<file path="src/rtl/stage3_load_unit_if.sv">
// Request channel from stage12 to the stage3 load unit: a valid/ready handshake
// that carries the byte address to load and the destination register index.
interface stage3_load_unit_if;
  logic        stage3_read;
  logic [15:0] stage3_read_address;
  logic [8:0]  stage3_read_reg;
  logic        stage3_read_ready;

  modport master (
    output stage3_read,
    output stage3_read_address,
    output stage3_read_reg,
    input  stage3_read_ready
  );

  modport slave (
    input  stage3_read,
    input  stage3_read_address,
    input  stage3_read_reg,
    output stage3_read_ready
  );
endinterface

</file>
<file path="src/rtl/stage3_load_unit.sv">
// READRAM8 responder: buffers stage12 load requests, reads one RAM byte and writes it to the register file.
// Optional out-of-range load detection against RAM_TOP is enabled by defining STAGE3_FAULT_EN.
module stage3_load_unit #(
  parameter int          DEPTH       = 2,
  parameter int          RAM_LATENCY = 2,
  parameter logic [15:0] RAM_TOP     = 16'hFFFF
) (
  input  logic                ram_clk,
  input  logic                rst,
  stage3_load_unit_if.slave   req,
  output logic [15:0]         ram_address_o,
  output logic                ram_write_enable_o,
  input  logic [7:0]          ram_data_out_i,
  output logic                reg_write_en_o,
  output logic [8:0]          reg_write_index_o,
  output logic [7:0]          reg_write_data_o,
  output logic                stage3_busy_o,
  output logic                stage3_done_o,
  output logic                stage3_fault_o
);

  localparam int PTR_W = (DEPTH > 1) ? $clog2(DEPTH) : 1;
  localparam int CNT_W = $clog2(DEPTH) + 1;
  localparam int LAT_W = $clog2(RAM_LATENCY + 1);

  typedef enum logic [1:0] {S_IDLE, S_WAIT, S_WRITE, S_FAULT} state_e;

  logic [15:0]      addrMem [DEPTH];
  logic [8:0]       regMem  [DEPTH];
  logic [PTR_W-1:0] wrPtr_q, wrPtr_d, rdPtr_q, rdPtr_d;
  logic [CNT_W-1:0] count_q, count_d;

  state_e           state_q;
  logic [LAT_W-1:0] latCnt_q;
  logic [15:0]      ramAddr_q;
  logic [8:0]       wrIdx_q;
  logic [7:0]       wrData_q;
  logic             wrPulse_q;
  logic             fault_q;

  logic             full, pushEn, popEn, headFault;
  logic [15:0]      headAddr;
  logic [8:0]       headReg;

  function automatic logic [PTR_W-1:0] nextPtr(input logic [PTR_W-1:0] ptr);
    return (ptr == PTR_W'(DEPTH - 1)) ? '0 : ptr + 1'b1;
  endfunction

  assign full                  = (count_q == CNT_W'(DEPTH));
  assign req.stage3_read_ready = !rst && !full;
  assign pushEn                = req.stage3_read && req.stage3_read_ready;
  // WRITE falls through to the IDLE pop so back-to-back loads issue every RAM_LATENCY+2 cycles
  assign popEn                 = (count_q != '0) && ((state_q == S_IDLE) || (state_q == S_WRITE));
  assign headAddr              = addrMem[rdPtr_q];
  assign headReg               = regMem[rdPtr_q];

  always_comb begin
    wrPtr_d = wrPtr_q;
    rdPtr_d = rdPtr_q;
    count_d = count_q + CNT_W'(pushEn) - CNT_W'(popEn);
    if (pushEn) wrPtr_d = nextPtr(wrPtr_q);
    if (popEn)  rdPtr_d = nextPtr(rdPtr_q);
  end

  always_ff @(posedge ram_clk) begin
    if (rst) begin
      wrPtr_q <= '0;
      rdPtr_q <= '0;
      count_q <= '0;
    end else begin
      wrPtr_q <= wrPtr_d;
      rdPtr_q <= rdPtr_d;
      count_q <= count_d;
    end
  end

  always_ff @(posedge ram_clk) begin
    if (pushEn) begin
      addrMem[wrPtr_q] <= req.stage3_read_address;
      regMem[wrPtr_q]  <= req.stage3_read_reg;
    end
  end

`ifdef STAGE3_FAULT_EN
  assign headFault = (headAddr > RAM_TOP);
`else
  assign headFault = 1'b0;
`endif

  // The counter runs one edge past RAM_LATENCY so the capture edge sees settled RAM data
  always_ff @(posedge ram_clk) begin
    if (rst) begin
      state_q   <= S_IDLE;
      latCnt_q  <= '0;
      ramAddr_q <= '0;
      wrIdx_q   <= '0;
      wrData_q  <= '0;
      wrPulse_q <= 1'b0;
      fault_q   <= 1'b0;
    end else begin
      wrPulse_q <= 1'b0;
      fault_q   <= 1'b0;
      case (state_q)
        S_IDLE, S_WRITE: begin
          state_q <= S_IDLE;
          if (popEn) begin
            if (headFault) begin
              state_q <= S_FAULT;
              fault_q <= 1'b1;
            end else begin
              ramAddr_q <= headAddr;
              wrIdx_q   <= headReg;
              latCnt_q  <= LAT_W'(RAM_LATENCY);
              state_q   <= S_WAIT;
            end
          end
        end
        S_WAIT: begin
          if (latCnt_q == '0) begin
            wrData_q  <= ram_data_out_i;
            wrPulse_q <= 1'b1;
            state_q   <= S_WRITE;
          end else begin
            latCnt_q <= latCnt_q - 1'b1;
          end
        end
        S_FAULT: state_q <= S_IDLE;
        default: state_q <= S_IDLE;
      endcase
    end
  end

  // Pulses are masked by rst so a reset landing in the WRITE cycle suppresses the write
  assign ram_address_o      = ramAddr_q;
  assign ram_write_enable_o = 1'b0;
  assign reg_write_en_o     = wrPulse_q && !rst;
  assign stage3_done_o      = wrPulse_q && !rst;
  assign reg_write_index_o  = wrIdx_q;
  assign reg_write_data_o   = wrData_q;
  assign stage3_busy_o      = (count_q != '0) || (state_q != S_IDLE);

`ifdef STAGE3_FAULT_EN
  assign stage3_fault_o = fault_q && !rst;
`else
  logic unusedFault;
  assign unusedFault    = fault_q ^ (^RAM_TOP);
  assign stage3_fault_o = 1'b0;
`endif

endmodule

</file>
<file path="src/flat_wrapper.sv">
// flat-port wrapper written by rule: the top's interface ports become plain ports
module stage3_load_unit_flat 
#(
  parameter int          DEPTH       = 2,
  parameter int          RAM_LATENCY = 2,
  parameter logic [15:0] RAM_TOP     = 16'hFFFF
)
  (ram_clk, rst, ram_address_o, ram_write_enable_o, ram_data_out_i, reg_write_en_o, reg_write_index_o, reg_write_data_o, stage3_busy_o, stage3_done_o, stage3_fault_o, req_stage3_read, req_stage3_read_address, req_stage3_read_reg, req_stage3_read_ready);
  stage3_load_unit_if req_i ();
  input  logic ram_clk;
  input  logic rst;
  output logic [15:0] ram_address_o;
  output logic ram_write_enable_o;
  input  logic [7:0] ram_data_out_i;
  output logic reg_write_en_o;
  output logic [8:0] reg_write_index_o;
  output logic [7:0] reg_write_data_o;
  output logic stage3_busy_o;
  output logic stage3_done_o;
  output logic stage3_fault_o;
  input wire logic [$bits(req_i.stage3_read)-1:0] req_stage3_read;
  input wire logic [$bits(req_i.stage3_read_address)-1:0] req_stage3_read_address;
  input wire logic [$bits(req_i.stage3_read_reg)-1:0] req_stage3_read_reg;
  output wire logic [$bits(req_i.stage3_read_ready)-1:0] req_stage3_read_ready;
  assign req_i.stage3_read = req_stage3_read;
  assign req_i.stage3_read_address = req_stage3_read_address;
  assign req_i.stage3_read_reg = req_stage3_read_reg;
  assign req_stage3_read_ready = req_i.stage3_read_ready;
  stage3_load_unit #(.DEPTH(DEPTH), .RAM_LATENCY(RAM_LATENCY), .RAM_TOP(RAM_TOP)) u_core (.ram_clk(ram_clk), .rst(rst), .req(req_i), .ram_address_o(ram_address_o), .ram_write_enable_o(ram_write_enable_o), .ram_data_out_i(ram_data_out_i), .reg_write_en_o(reg_write_en_o), .reg_write_index_o(reg_write_index_o), .reg_write_data_o(reg_write_data_o), .stage3_busy_o(stage3_busy_o), .stage3_done_o(stage3_done_o), .stage3_fault_o(stage3_fault_o));
endmodule
</file>
<file path="config.mk">
export PLATFORM = sky130hd
export DESIGN_NAME = stage3_load_unit_flat
export DESIGN_NICKNAME = d
export VERILOG_FILES = /design/src/rtl/stage3_load_unit_if.sv /design/src/rtl/stage3_load_unit.sv /design/src/flat_wrapper.sv
export SDC_FILE = /design/constraint.sdc
export NUM_CORES = 1
export LEC_CHECK = 0
export ABC_AREA = 0
export CORE_MARGIN = 5
export CORE_UTILIZATION = 45
export CTS_CLUSTER_SIZE = 30
export DETAILED_ROUTE_END_ITERATION = 6
export PLACE_DENSITY = 0.72
export SLEW_MARGIN = 20
export SYNTH_ARGS = -nofsm -noshare
export SYNTH_HDL_FRONTEND = slang
export SYNTH_SLANG_ARGS = --single-unit
</file>
<file path="constraint.sdc">
create_clock -name ram_clk -period 5.2 [get_ports ram_clk]
set_clock_uncertainty 0.2 [all_clocks]
set_input_delay 1.04 -clock ram_clk [delete_from_list [all_inputs] [get_ports ram_clk]]
set_output_delay 1.04 -clock ram_clk [all_outputs]
set_load 0.02 [all_outputs]
</file>
Word-level counts from Yosys, hierarchy flattened --
Memories as Yosys holds them, arrays and structs flattened. A register that Yosys moved wholly into a read port is not among the register bits. Cells that the tools add are included.
Cells by class: add/sub/neg operators 5, multiply operators 0, div/mod/pow operators 0, $lt $le $gt $ge 0, equality and inequality tests 7, shift-type cells 0, mux-type cells 11, bitwise gates (word level) 1, reduce and logical (&&, ||, !) cells 18
Operators by type and width (number):
- equality test 2 bit, second input constant | 3
- 2-to-1 mux 1 bit | 6
- 2-to-1 mux 2 bit | 3
- case mux 2 bit (3 select lines) | 1
- nonzero test 2 bit | 3
- logical AND 1 bit | 4
- zero test 2 bit | 2
- inequality test 2 x 1 -> 1 bit, second input constant | 2
- case mux 2 bit (2 select lines) | 1
- AND reduction 2 bit | 2
- OR reduction 2 bit | 2
- AND reduction 3 bit | 1
- adder 1 bit, second input constant | 2
- adder 2 x 1 -> 2 bit | 1
- equality test 2 x 1 -> 1 bit, second input constant | 1
- zero test 1 bit | 2
- logical OR 1 bit | 2
- inequality test 2 bit, second input constant | 1
- subtractor 2 x 1 -> 2 bit | 1
- subtractor 2 x 1 -> 2 bit, second input constant | 1
- NOT 1 bit | 1
Storage, ports and cells: register bits after elaboration 17, bits in latches 0, RAM bits 50, bits in read-only memories 0, bits of input ports 36, output and inout port bits 39, logic and storage cells 51, memories kept 2
Memory list:
- u_core.addrMem | depth 2, width 16, rd ports 1, clocked after memory_dff 1, write ports 1, RTL line stage3_load_unit.sv:28 | logic [15:0] addrMem [DEPTH];
- u_core.regMem | depth 2, width 9, rd ports 1, clocked after memory_dff 1, write ports 1, RTL line stage3_load_unit.sv:29 | logic [8:0] regMem [DEPTH];

Depth between registers and ports, before layout --
Gate-level depths: netlist of the first run.
depth after elaboration 6, gate-level depth with buffers 6, gate-level depth less buffers 5

Least setup slack after synthesis of the first run --
OpenSTA, ideal clock, no wires.
path type input-to-reg, start point input rst, end point memory u_core.addrMem[0][0], enable pin, setup time 0.410 ns, data arrival time 2.656 ns, data required time 4.590 ns, slack 1.934 ns, cell stages on the path 3, path buffers 1, path through buf_2 -> nor3b_2 -> nor2b_1
On the way: cells in the longest elaborated chain, start to end 5
Ends and longest elaborated chain:
- start: declaration | RTL line flat_wrapper.sv:11 | input logic rst;
- zero test 1 bit | RTL line stage3_load_unit.sv:50 | assign req.stage3_read_ready = !rst && !full;
- logical AND 1 bit | RTL line stage3_load_unit.sv:50
- logical AND 1 bit | RTL line stage3_load_unit.sv:51 | assign pushEn = req.stage3_read && req.stage3_read_ready;
- 2-to-1 mux 1 bit | RTL line stage3_load_unit.sv:78 | if (pushEn) begin
- 2-to-1 mux 1 bit (not written as such) | RTL line stage3_load_unit.sv:79 | addrMem[wrPtr_q] <= req.stage3_read_address;
- end: declaration | RTL line stage3_load_unit.sv:28
Every way passes these cells.

Worst setup path in the final report of the first run --
start point input rst, end point output reg_write_en_o
On the way: cells in the longest elaborated chain, start to end 2
Ends and longest elaborated chain:
- zero test 1 bit | RTL line stage3_load_unit.sv:136 | assign reg_write_en_o = wrPulse_q && !rst;
- logical AND 1 bit | RTL line stage3_load_unit.sv:136
- end: declaration | RTL line flat_wrapper.sv:15 | output logic reg_write_en_o;
Every way passes these cells.

==> results.rst, run 1 <==
.. list-table::
   :header-rows: 1

   * - Metric
     - Value
   * - Worst-path maximum fanout
     - 24
   * - Vias per std cell
     - 4.83
   * - Gr usage total
     - 0.130
   * - Worst Path Buf+Inv
     - 2
   * - Total via count in the routed design
     - 1,982
   * - Area taken by multi-input logic gates
     - 1030 um2
   * - Synthesis-stage register bit count
     - 92
   * - Yosys warning count
     - 0
   * - Worst-case reg-to-reg path depth
     - 3
   * - HPWL after DPL
     - 4.06 mm
   * - Post-CTS setup buffer count
     - 0
   * - Post-synthesis cell type count
     - 34
   * - Number of standard-cell rows in the floorplan
     - 32
   * - Run status
     - finished clean
   * - Arrival time at the worst endpoint
     - 2180 ps
   * - Power density over cell area
     - 315 nW/um2
   * - Count of routing violations after the opening detailed-route iteration
     - 70
   * - Filler cell count in the final layout
     - 649
   * - Seq/Total Area, Yosys
     - 0.662
   * - Area grow syn2layout
     - 24.6%
   * - Total die area
     - 9740 um2
   * - Post-synthesis area per instance
     - 15.0 um2
   * - Aggregate routed wire length
     - 6.17 mm
   * - Leak pwr
     - 1.48 nW
   * - Routed Antenna Nets
     - 0
   * - Vertical die dimension
     - 98.7 um
   * - Tightest Pin Transition
     - 896 ps
   * - Maximum number of pins on one net before global-route repair
     - 53
   * - Final setup slack of the worst path
     - 1780 ps
   * - Worst setup startpoint
     - rst
   * - Worst hold-check slack
     - 281 ps
   * - Final Cycle Share
     - 0.657
   * - Number of standard cells after synthesis
     - 236
   * - Worst min path class
     - reg2reg
   * - Destination of the worst register-to-register timing path
     - u_core.addrMem[1][7]$_DFFE_PP_
   * - Sequential standard cell area
     - 2340 um2
   * - Category of the most critical setup path
     - in2out
   * - Ratio of cells with drive above 1 in the final layout
     - 0.201
   * - CP cell instances
     - buf_2 > nor2b_1 > clkdlybuf4s50_1
   * - Routed wire length per instance
     - 15.0 um
   * - Max Transition Viols Final
     - 0
   * - Worst IR drop on VDD
     - 0.158 mV
   * - Max H-tree Level
     - 3
   * - Number of max-cap violations
     - 0
   * - Post-synthesis instance area
     - 3540 um2
   * - Number of global-route vias before repair
     - 2,084
   * - Largest delay share family, worst path
     - buffers and inverters
   * - Quantity of I/O buffers inserted on ports
     - 72
   * - Antenna diode count
     - 0
   * - CTS root buffer
     - clkbuf_8
   * - Crit path to
     - reg_write_en_o
   * - Clock buffers created by TritonCTS
     - 9
   * - Total Nets Final
     - 341
   * - Master of the slowest instance on the critical path
     - clkdlybuf4s50_1
   * - Wire length of the first global-routing pass
     - 9.96 mm
   * - Number of hold buffers added after cts
     - 0
   * - Total overflow reported by the global router
     - 0
   * - Crit path capture type
     - output pin
   * - Clk pin slew, worst setup/hold paths
     - 80 ps
   * - Clock sink count
     - 92
   * - Setup repair after global routing missed its margin
     - no
   * - Source-to-sink clock delay at the later pin of the worst-skew pair
     - 350 ps
   * - Global placement routability congestion
     - 0.728
   * - Setup slack after placement
     - 1760 ps
   * - CTS tree
     - yes
   * - CP Data Required Time
     - 3960 ps
   * - Design Power
     - 1.39 mW
   * - Number of I/O pins
     - 75
   * - Post-route setup TNS
     - 0 ps
   * - Number of detailed-route iterations in the first pass
     - 4
   * - Starting Density
     - 0.460
   * - Core ar.
     - 7690 um2
   * - Initial antenna violation count
     - 0
   * - Chip width
     - 98.7 um
   * - Count of instances resized after the clock tree is built
     - 0
   * - Drt drc
     - 0
   * - Delay contributed by the slowest stage of the critical path
     - 560 ps
   * - Slew headroom
     - 0.403
   * - Final hold violations
     - 0
   * - Fmax
     - 0.293 GHz
   * - Number of cells on the critical path
     - 3
   * - Buffer levels on the longest clock path
     - 2
   * - Final critical-path required period
     - 3420 ps
   * - Worst r2r src
     - u_core.count_q[1]$_SDFF_PP0_
   * - Nature of the critical path startpoint
     - primary input
   * - Final setup violation count
     - 0
   * - Setup slack, reg-to-reg
     - 3240 ps
## cells in the mapped netlist, drive strengths merged
master  number  share of area
edfxtp      50           0.42
a31oi        1         0.0018
o21ai        1         0.0014
o21ba        1         0.0046
dfxtp       42           0.24
a221oi       1         0.0025
nor2        41          0.053
nand3b       1         0.0021
conb         1         0.0011
mux2         1         0.0032
mux2i       34          0.096
buf         16          0.042
nand3        1         0.0014
a211oi      25          0.087
inv          2         0.0021
ha           2         0.0071
nor2b        4         0.0071
nand2b       1         0.0018
or4          2         0.0042
clkbuf       3         0.0053
xor2         1         0.0025
and2         1         0.0018
o211ai       1         0.0021
nor3b        2         0.0057
xnor2        1         0.0025
## area by class of cell
class	instances	area share
clock buffers	10	0.0289
repair buffers	74	0.166
multi-input cells	124	0.234
well taps	102	0.0289
inverters	2	0.00170
flip-flops and latches	92	0.531
clock inverters	6	0.00936
## registers in the layout, summed over array words and instances, names as in the netlist
register / cells
u_core.addrMem: 32
u_core.regMem: 18
u_core.ram_address_o: 16
u_core.reg_write_index_o: 9
u_core.reg_write_data_o: 8
u_core.count_q: 2
u_core.latCnt_q: 2
u_core.state_q: 2
u_core.rdPtr_q: 1
u_core.wrPtr_q: 1
u_core.wrPulse_q: 1
## stage by stage
step | instances | area, um2 | util
after floorplan | 237 | 3540 | -
after global placement | 394 | 4240 | 0.551
after detailed placement | 394 | 4240 | 0.552
after CTS | 410 | 4410 | 0.574
after global routing | 410 | 4410 | 0.574
final | 410 | 4410 | 0.574
## how the worst min path moves through the flow
| stage | depth (start not counted) | end | from |
|---|---|---|---|
| 2_1_floorplan | 1 | u_core.wrPtr_q$_SDFFE_PP0N_ | u_core.wrPtr_q$_SDFFE_PP0N_ |
| 5_1_grt | 2 | u_core.reg_write_data_o[6]$_SDFFE_PP0P_ | u_core.reg_write_data_o[6]$_SDFFE_PP0P_ |
| 4_1_cts | 2 | u_core.latCnt_q[1]$_SDFFE_PP0P_ | u_core.latCnt_q[1]$_SDFFE_PP0P_ |
| 3_3_place_gp | 1 | u_core.wrPtr_q$_SDFFE_PP0N_ | u_core.wrPtr_q$_SDFFE_PP0N_ |
| 6_report | 2 | u_core.latCnt_q[1]$_SDFFE_PP0P_ | u_core.latCnt_q[1]$_SDFFE_PP0P_ |
| 3_5_place_dp | 2 | u_core.latCnt_q[1]$_SDFFE_PP0P_ | u_core.latCnt_q[1]$_SDFFE_PP0P_ |
## logic make-up after synthesis
logic type,Yosys count,synth area share
other cells,1,0.00106
simple gates,53,0.0774
xor+xnor,2,0.00495
compound gates,30,0.0993
mux,35,0.0993
buf+inv,21,0.0491
flops,92,0.662
fa+ha+maj,2,0.00707
## power breakdown
| part | total [mW] | internal, mW | switching (mW) | leakage [nW] |
|---|---|---|---|---|
| Combinational | 0.156 | 0.0785 | 0.0773 | 0.597 |
| Clock | 0.412 | 0.174 | 0.238 | 0.0787 |
| Sequential | 0.820 | 0.799 | 0.0204 | 0.802 |
| Total | 1.39 | 1.05 | 0.336 | 1.48 |
## layout by cell type (no fill, tap or decap), types with 2 or more instances in the layout
cell              n
or4_1             2
nor2_1           27
nor2_2           14
clkbuf_8          9
clkinv_2          2
a211oi_2         24
edfxtp_1         50
conb_1            2
clkdlybuf4s50_1  71
ha_1              2
clkinvlp_4        3
nor2b_1           3
mux2i_1          34
dfxtp_1          41
inv_1             2
buf_4             2
## metal layers
metal | vias to the layer above | routed length (um) | track usage
li1 | 982 | - | -
met1 | 940 | 2660 | 0.157
met2 | 47 | 3070 | 0.214
met3 | 13 | 294 | 0.0318
met4 | 0 | 148 | 0.0683
met5 | - | 0 | 0
## worst min-delay path, cell delays in order, from the launching register on
cell	delay, ps
dfxtp_1	300
inv_1	60
a221oi_1	70
Note: power is estimated with default switching activity, not from simulation.
==> inputs of run 2 (changes only) <==
==> constraint.sdc (replaced) <==
create_clock -name ram_clk -period 3.5 [get_ports ram_clk]
set_clock_uncertainty 0.2 [all_clocks]
set_input_delay 0.7 -clock ram_clk [delete_from_list [all_inputs] [get_ports ram_clk]]
set_output_delay 0.7 -clock ram_clk [all_outputs]
set_load 0.02 [all_outputs]
==> run 2 against run 1 <==
  * Routed wire length fell by 2.2%
  * Cell count rose by 0.24%
  * Sequential power rose by 49%
  * Non-clock buffer count rose by 1
  * Global-route usage rose by 0.28 points
  * Clock power rose by 47%
  * Critical path depth fell by 1
  * Critical endpoint is now stage3_busy_o
  * Largest power group unchanged
==> results.rst, run 2 (synthesis results as in run 1) <==
.. list-table::
   :header-rows: 1

   * - Metric
     - Value
   * - Total die area
     - 9740 um2 (unchanged)
   * - Clock buffers created by TritonCTS
     - 9 (unchanged)
   * - Max Transition Viols Final
     - 0 (unchanged)
   * - Number of max-cap violations
     - 0 (unchanged)
   * - Final critical-path required period
     - 2720 ps
   * - Number of global-route vias before repair
     - 2,163 (+3.8%)
   * - Post-layout util
     - 0.574 (about the same)
   * - Number of cells on the worst hold path
     - 2 (unchanged)
   * - Delay contributed by the slowest stage of the critical path
     - 550 ps (about the same)
   * - Cells after DPL
     - 395 (+0.25%)
   * - Arrival time at the worst endpoint
     - 1820 ps (-360 ps)
   * - Nature of the critical path startpoint
     - register
   * - Slew headroom
     - 0.411 (+0.00864)
   * - Max H-tree Level
     - 3 (unchanged)
   * - Worst min path class
     - reg2reg
   * - Commonest non-fill, non-tap cell in the layout
     - clkdlybuf4s50_1
   * - Routed wire length per instance
     - 14.7 um (-2.5%)
   * - Clock Power Share
     - 0.295 (-0.002)
   * - Net Sw Frac
     - 0.241 (-0.000618)
   * - Cell internal power dissipation
     - 1.56 mW (+48%)
   * - HPWL after DPL
     - 3.92 mm (-3.6%)
   * - Power density over cell area
     - 466 nW/um2 (+48%)
   * - Filler cell count in the final layout
     - 641 (-1.2%)
   * - Gr usage total
     - 0.132 (+0.00282)
   * - Quantity of I/O buffers inserted on ports
     - 72 (unchanged)
   * - Antenna diode count
     - 0 (unchanged)
   * - Master of the slowest instance on the critical path
     - clkdlybuf4s50_1
   * - Part of the total power dissipated in combinational logic
     - 0.112 (about the same)
   * - CP Data Required Time
     - 2600 ps (-1360 ps)
   * - Wire length of the first global-routing pass
     - 10.1 mm (+1.3%)
   * - Worst-case reg-to-reg path depth
     - 3 (unchanged)
   * - Category of the most critical setup path
     - reg2out
   * - Worst IR drop on VDD
     - 0.217 mV (+38%)
   * - Global placement routability congestion
     - 0.659 (-9.6%)
   * - Leak pwr
     - 1.49 nW (+0.70%)
   * - Source-to-sink clock delay at the later pin of the worst-skew pair
     - 350 ps (about the same)
   * - Count of instances resized after the clock tree is built
     - 0 (unchanged)
   * - Number of hold buffers added after cts
     - 0 (unchanged)
   * - Area grow syn2layout
     - 24.7% (about the same)
   * - Flip-flop count of the largest register after layout
     - 32 (unchanged)
   * - Area of placed instances
     - 4250 um2 (+0.15%)
   * - Design Area, Final
     - 4410 um2 (about the same)
   * - Maximum number of pins on one net before global-route repair
     - 53 (unchanged)
   * - Setup slack after placement
     - 933 ps (-826 ps)
   * - Final Cycle Share
     - 0.777
   * - Final setup slack of the worst path
     - 781 ps (-1000 ps)
   * - Final setup violation count
     - 0 (unchanged)
   * - Initial antenna violation count
     - 0 (unchanged)
   * - Tightest Pin Transition
     - 883 ps (-13.0 ps)
   * - Chip width
     - 98.7 um (unchanged)
   * - Worst hold-check slack
     - 291 ps (+10.1 ps)
   * - Total overflow reported by the global router
     - 0 (unchanged)
   * - Clk pin slew, worst setup/hold paths
     - 80 ps (about the same)
   * - Buffer levels on the longest clock path
     - 2 (unchanged)
   * - Total Nets Final
     - 342 (+0.29%)
   * - Clock sink count
     - 92 (unchanged)
   * - Share of power burned in registers
     - 0.593 (+0.002)
   * - Count of routing violations after the opening detailed-route iteration
     - 99 (+41%)
   * - Number of I/O pins
     - 75 (unchanged)
   * - Ratio of cells with drive above 1 in the final layout
     - 0.197 (-0.00389)
   * - Core ar.
     - 7690 um2 (unchanged)
   * - Area taken by multi-input logic gates
     - 1030 um2 (-0.12%)
   * - CTS tree
     - yes
   * - Setup repair after global routing missed its margin
     - no
   * - Worst-path maximum fanout
     - 9 (-63%)
   * - Number of standard-cell rows in the floorplan
     - 32 (unchanged)
   * - Sequential standard cell area
     - 2340 um2 (unchanged)
   * - Total via count in the routed design
     - 1,959 (-1.2%)
   * - Post-route setup TNS
     - 0 ps (unchanged)
   * - Fmax
     - 0.368 GHz
   * - Drt drc
     - 0 (unchanged)
   * - Design Power
     - 2.06 mW (+48%)
   * - Top library cells by usage in the layout, fill and taps aside
     - clkdlybuf4s50_1, edfxtp_1, dfxtp_1
   * - Final hold violations
     - 0 (unchanged)
   * - Post-CTS setup buffer count
     - 0 (unchanged)
   * - Run status
     - finished clean
   * - Vertical die dimension
     - 98.7 um (unchanged)
   * - Vias per std cell
     - 4.77 (-1.4%)
   * - Switching power of the nets
     - 496 uW (+48%)
   * - Routed Antenna Nets
     - 0 (unchanged)
   * - Crit path capture type
     - output pin
   * - Starting Density
     - 0.460 (unchanged)
   * - CP cell instances
     - or4_1 > clkdlybuf4s50_1
   * - Number of detailed-route iterations in the first pass
     - 4 (unchanged)
   * - CTS root buffer
     - clkbuf_8
   * - Most flop-heavy register
     - u_core.addrMem
   * - Aggregate routed wire length
     - 6.03 mm (-2.2%)
   * - Final Instance Count excl. Fillers
     - 411 (+0.24%)
[run 2: metal layers]
| metal | vias up | track usage | wire, um |
|---|---|---|---|
| met2 | 45 | 0.226 | 3050 |
| met1 | 921 | 0.156 | 2660 |
| met4 | 0 | 0.0683 | 103 |
| li1 | 985 | - | - |
| met5 | - | 0 | 0 |
| met3 | 8 | 0.0311 | 219 |
[run 2: worst max-delay path: cells and delay by family, from the launching register on]
family | cells | cell delay [ps]
buffers and inverters | 1 | 550
flip-flops | 1 | 390
AND/OR/NAND/NOR | 1 | 530
[run 2: power groups by stage]
stage	combinational, mW	clock, mW	sequential, mW
detailed placement	0.234	0	1.24
global placement	0.231	0	1.24
global route	0.251	0.663	1.22
floorplan	0.127	0	1.25
finish	0.231	0.606	1.22
CTS	0.235	0.631	1.22
[run 2: final timing paths]
| check | slack (ps) | startpoint | endpoint |
|---|---|---|---|
| setup / recovery | 780 | u_core.state_q[0]$_SDFFE_PP0P_ | stage3_busy_o |
| hold / removal | 290 | u_core.latCnt_q[1]$_SDFFE_PP0P_ | u_core.latCnt_q[1]$_SDFFE_PP0P_ |
| setup reg to reg | 1570 | u_core.state_q[0]$_SDFFE_PP0P_ | u_core.latCnt_q[1]$_SDFFE_PP0P_ |
| hold reg to reg | 290 | u_core.latCnt_q[1]$_SDFFE_PP0P_ | u_core.latCnt_q[1]$_SDFFE_PP0P_ |
[run 2: area by class of cell]
| class | count | area share |
|---|---|---|
| clock buffer | 9 | 0.0281 |
| inverter | 2 | 0.00170 |
| multi-input combinational | 124 | 0.233 |
| sequential | 92 | 0.531 |
| timing repair buffer | 75 | 0.167 |
| tap | 102 | 0.0289 |
| clock inverter | 7 | 0.00964 |
==> RTL edit: new RTL, config.mk and constraints of run 1 <==
`RAM_LATENCY` is set to 2 in 2 places; all go to 1. Comments in the files are not updated.
--- a/src/rtl/stage3_load_unit.sv
+++ b/src/rtl/stage3_load_unit.sv
@@ -2,7 +2,7 @@
 // Optional out-of-range load detection against RAM_TOP is enabled by defining STAGE3_FAULT_EN.
 module stage3_load_unit #(
   parameter int          DEPTH       = 2,
-  parameter int          RAM_LATENCY = 2,
+  parameter int          RAM_LATENCY = 1,
   parameter logic [15:0] RAM_TOP     = 16'hFFFF
 ) (
   input  logic                ram_clk,
--- a/src/flat_wrapper.sv
+++ b/src/flat_wrapper.sv
@@ -2,7 +2,7 @@
 module stage3_load_unit_flat 
 #(
   parameter int          DEPTH       = 2,
-  parameter int          RAM_LATENCY = 2,
+  parameter int          RAM_LATENCY = 1,
   parameter logic [15:0] RAM_TOP     = 16'hFFFF
 )
   (ram_clk, rst, ram_address_o, ram_write_enable_o, ram_data_out_i, reg_write_en_o, reg_write_index_o, reg_write_data_o, stage3_busy_o, stage3_done_o, stage3_fault_o, req_stage3_read, req_stage3_read_address, req_stage3_read_reg, req_stage3_read_ready);
Function: changed (a bounded check fails within 10 cycles, from zero or initial values and one cycle with rst high).
==> RTL edit against run 1 <==
  * Fmax shrank 9.9%
  * Synthesized area shrank 3.9%
  * Cell area shrank 2.0%
  * Sequential cell count shrank 1
  * Worst setup slack lost 0.37 ns
  * Cell count shrank 5.1%
  * Wire length shrank 7.4%
  * Critical path type unchanged
  * Critical endpoint is now stage3_done_o
  * Largest cell class unchanged
Power is not compared: it rests on default switching activity, and its combinational part moved more than twofold at a synthesized area within 25%.
==> RTL edit: results (changes against run 1) <==
metric,value,unit,change
outcome,completed,,
Post-synth top cells,"edfxtp_1 (50), dfxtp_1 (41), mux2i_1 (26)",,
Final GP Congestion,0.650,,-11%
cells after synthesis,213,,-9.7%
critical path's top delay family,buffers and inverters,,
Synth async-reset ratio,0,%,unchanged
largest net degree at the start of global routing,27,,-49%
setup ws final,1.41,ns,-0.374 ns
FF-to-FF setup slack,3.28,ns,+0.04 ns
share of cells above drive strength 1,15.5,%,-4.6 points
Compound-Gate Fraction of Synth Area,12.0,%,+2.1 points
Leak,1.47,nW,
Worst Setup EP,stage3_done_o,,
Crit. Startpoint,rst,,
Iter 0 DRT Violations,69,,-1.4%
diode count,0,,unchanged
Nets,323,,-5.3%
hold path start,u_core.reg_write_data_o[6],,
Adder-Cell Fraction of Synth Area,0.736,%,+0.029 points
Setup Buffers After CTS,0,,unchanged
Reg-to-Reg End,u_core.regMem[1][1],,
initial antenna violation count,0,,unchanged
first-pass GRT wire length,9490,um,-4.7%
Clock Tree Buf Depth,2,,unchanged
Slew HR,46.4,%,+6.1 points
most frequent cell after synthesis,edfxtp_1,,
CTS resizes,0,,unchanged
CTS Buf Count,9,,unchanged
Hold Path Cell Cnt,2,,unchanged
total sequential power,0.00103,W,
Peak VDD IR,0.000289,V,
top post-synthesis cells by area,"edfxtp_1 (44%), dfxtp_1 (24%), o2bb2ai_2 (8.8%)",,
dpl cells,373,,-5.3%
post-synth cell types,31,,-8.8%
Util after Layout,59.2,%,+1.9 points
Hold Crit Endpoint,u_core.reg_write_data_o[6],,
Post-DP Area,0.00414,mm^2,-2.4%
via count of the first global-routing pass,1957,,-6.1%
Worst-Skew Late Latency,0.34,ns,
post-DR wirelength/cell,14.7,um,-2.4%
crit path DAT,2.55,ns,+0.37 ns
Clock transition at path regs,0.08,ns,about the same
Hold Path Class,reg -> reg,,
Detailed Place HPWL,3850,um,-5.2%
R2R depth,3,,unchanged
"EDFF count, synth",50,,unchanged
via count,1878,,-5.2%
Filler Cells Inserted,612,,-5.7%
critical-path maximum fanout,13,,-46%
top power group,sequential cells,,
Psw,0.000718,W,
CTS root buf,clkbuf_8,,
CP max stage delay,0.64,ns,+0.08 ns
mux contribution to synthesized area,7.65,%,-2.3 points
Post-Synth XOR/XNOR Area,0.515,%,+0.020 points
total global-route track usage,12.8,%,-0.18 points
Post-Layout Cell Count,389,,-5.1%
"Seq/Total Area, Yosys",68.3,%,+2.1 points
RTL edit: changes by cell type after synthesis, moves of 10 or more:
| cell | delta |
|---|---|
| o2bb2ai_2 | +20 |
| a21oi_1 | +10 |
| nor2_1 | -22 |
| a211oi_2 | -24 |
| nor2_2 | -14 |
| nand2_1 | +16 |
RTL edit: metrics by stage:
stage	hold WS (ns)	total power (W)
after global routing	0.278	0.00230
after CTS	0.257	0.00220
final	0.255	0.00217
after detailed placement	0.245	0.00178
after floorplan	0.252	0.00154
after global placement	0.244	0.00177
RTL edit: cell type report:
class / instances / share of cell area [%]
clock buffers: 12 / 3.59
clock inverters: 4 / 0.579
inverters: 4 / 0.406
multi-input cells: 105 / 21.7
flip-flops and latches: 91 / 53.8
well taps: 99 / 2.87
repair buffers: 74 / 17.0
RTL edit: metal layers:
layer	vias up	global-route usage, %	wire [um]
li1	929	-	-
met1	896	14.7	2440
met2	45	21.9	2930
met3	8	4.96	284
met4	0	4.21	57
met5	-	0	0
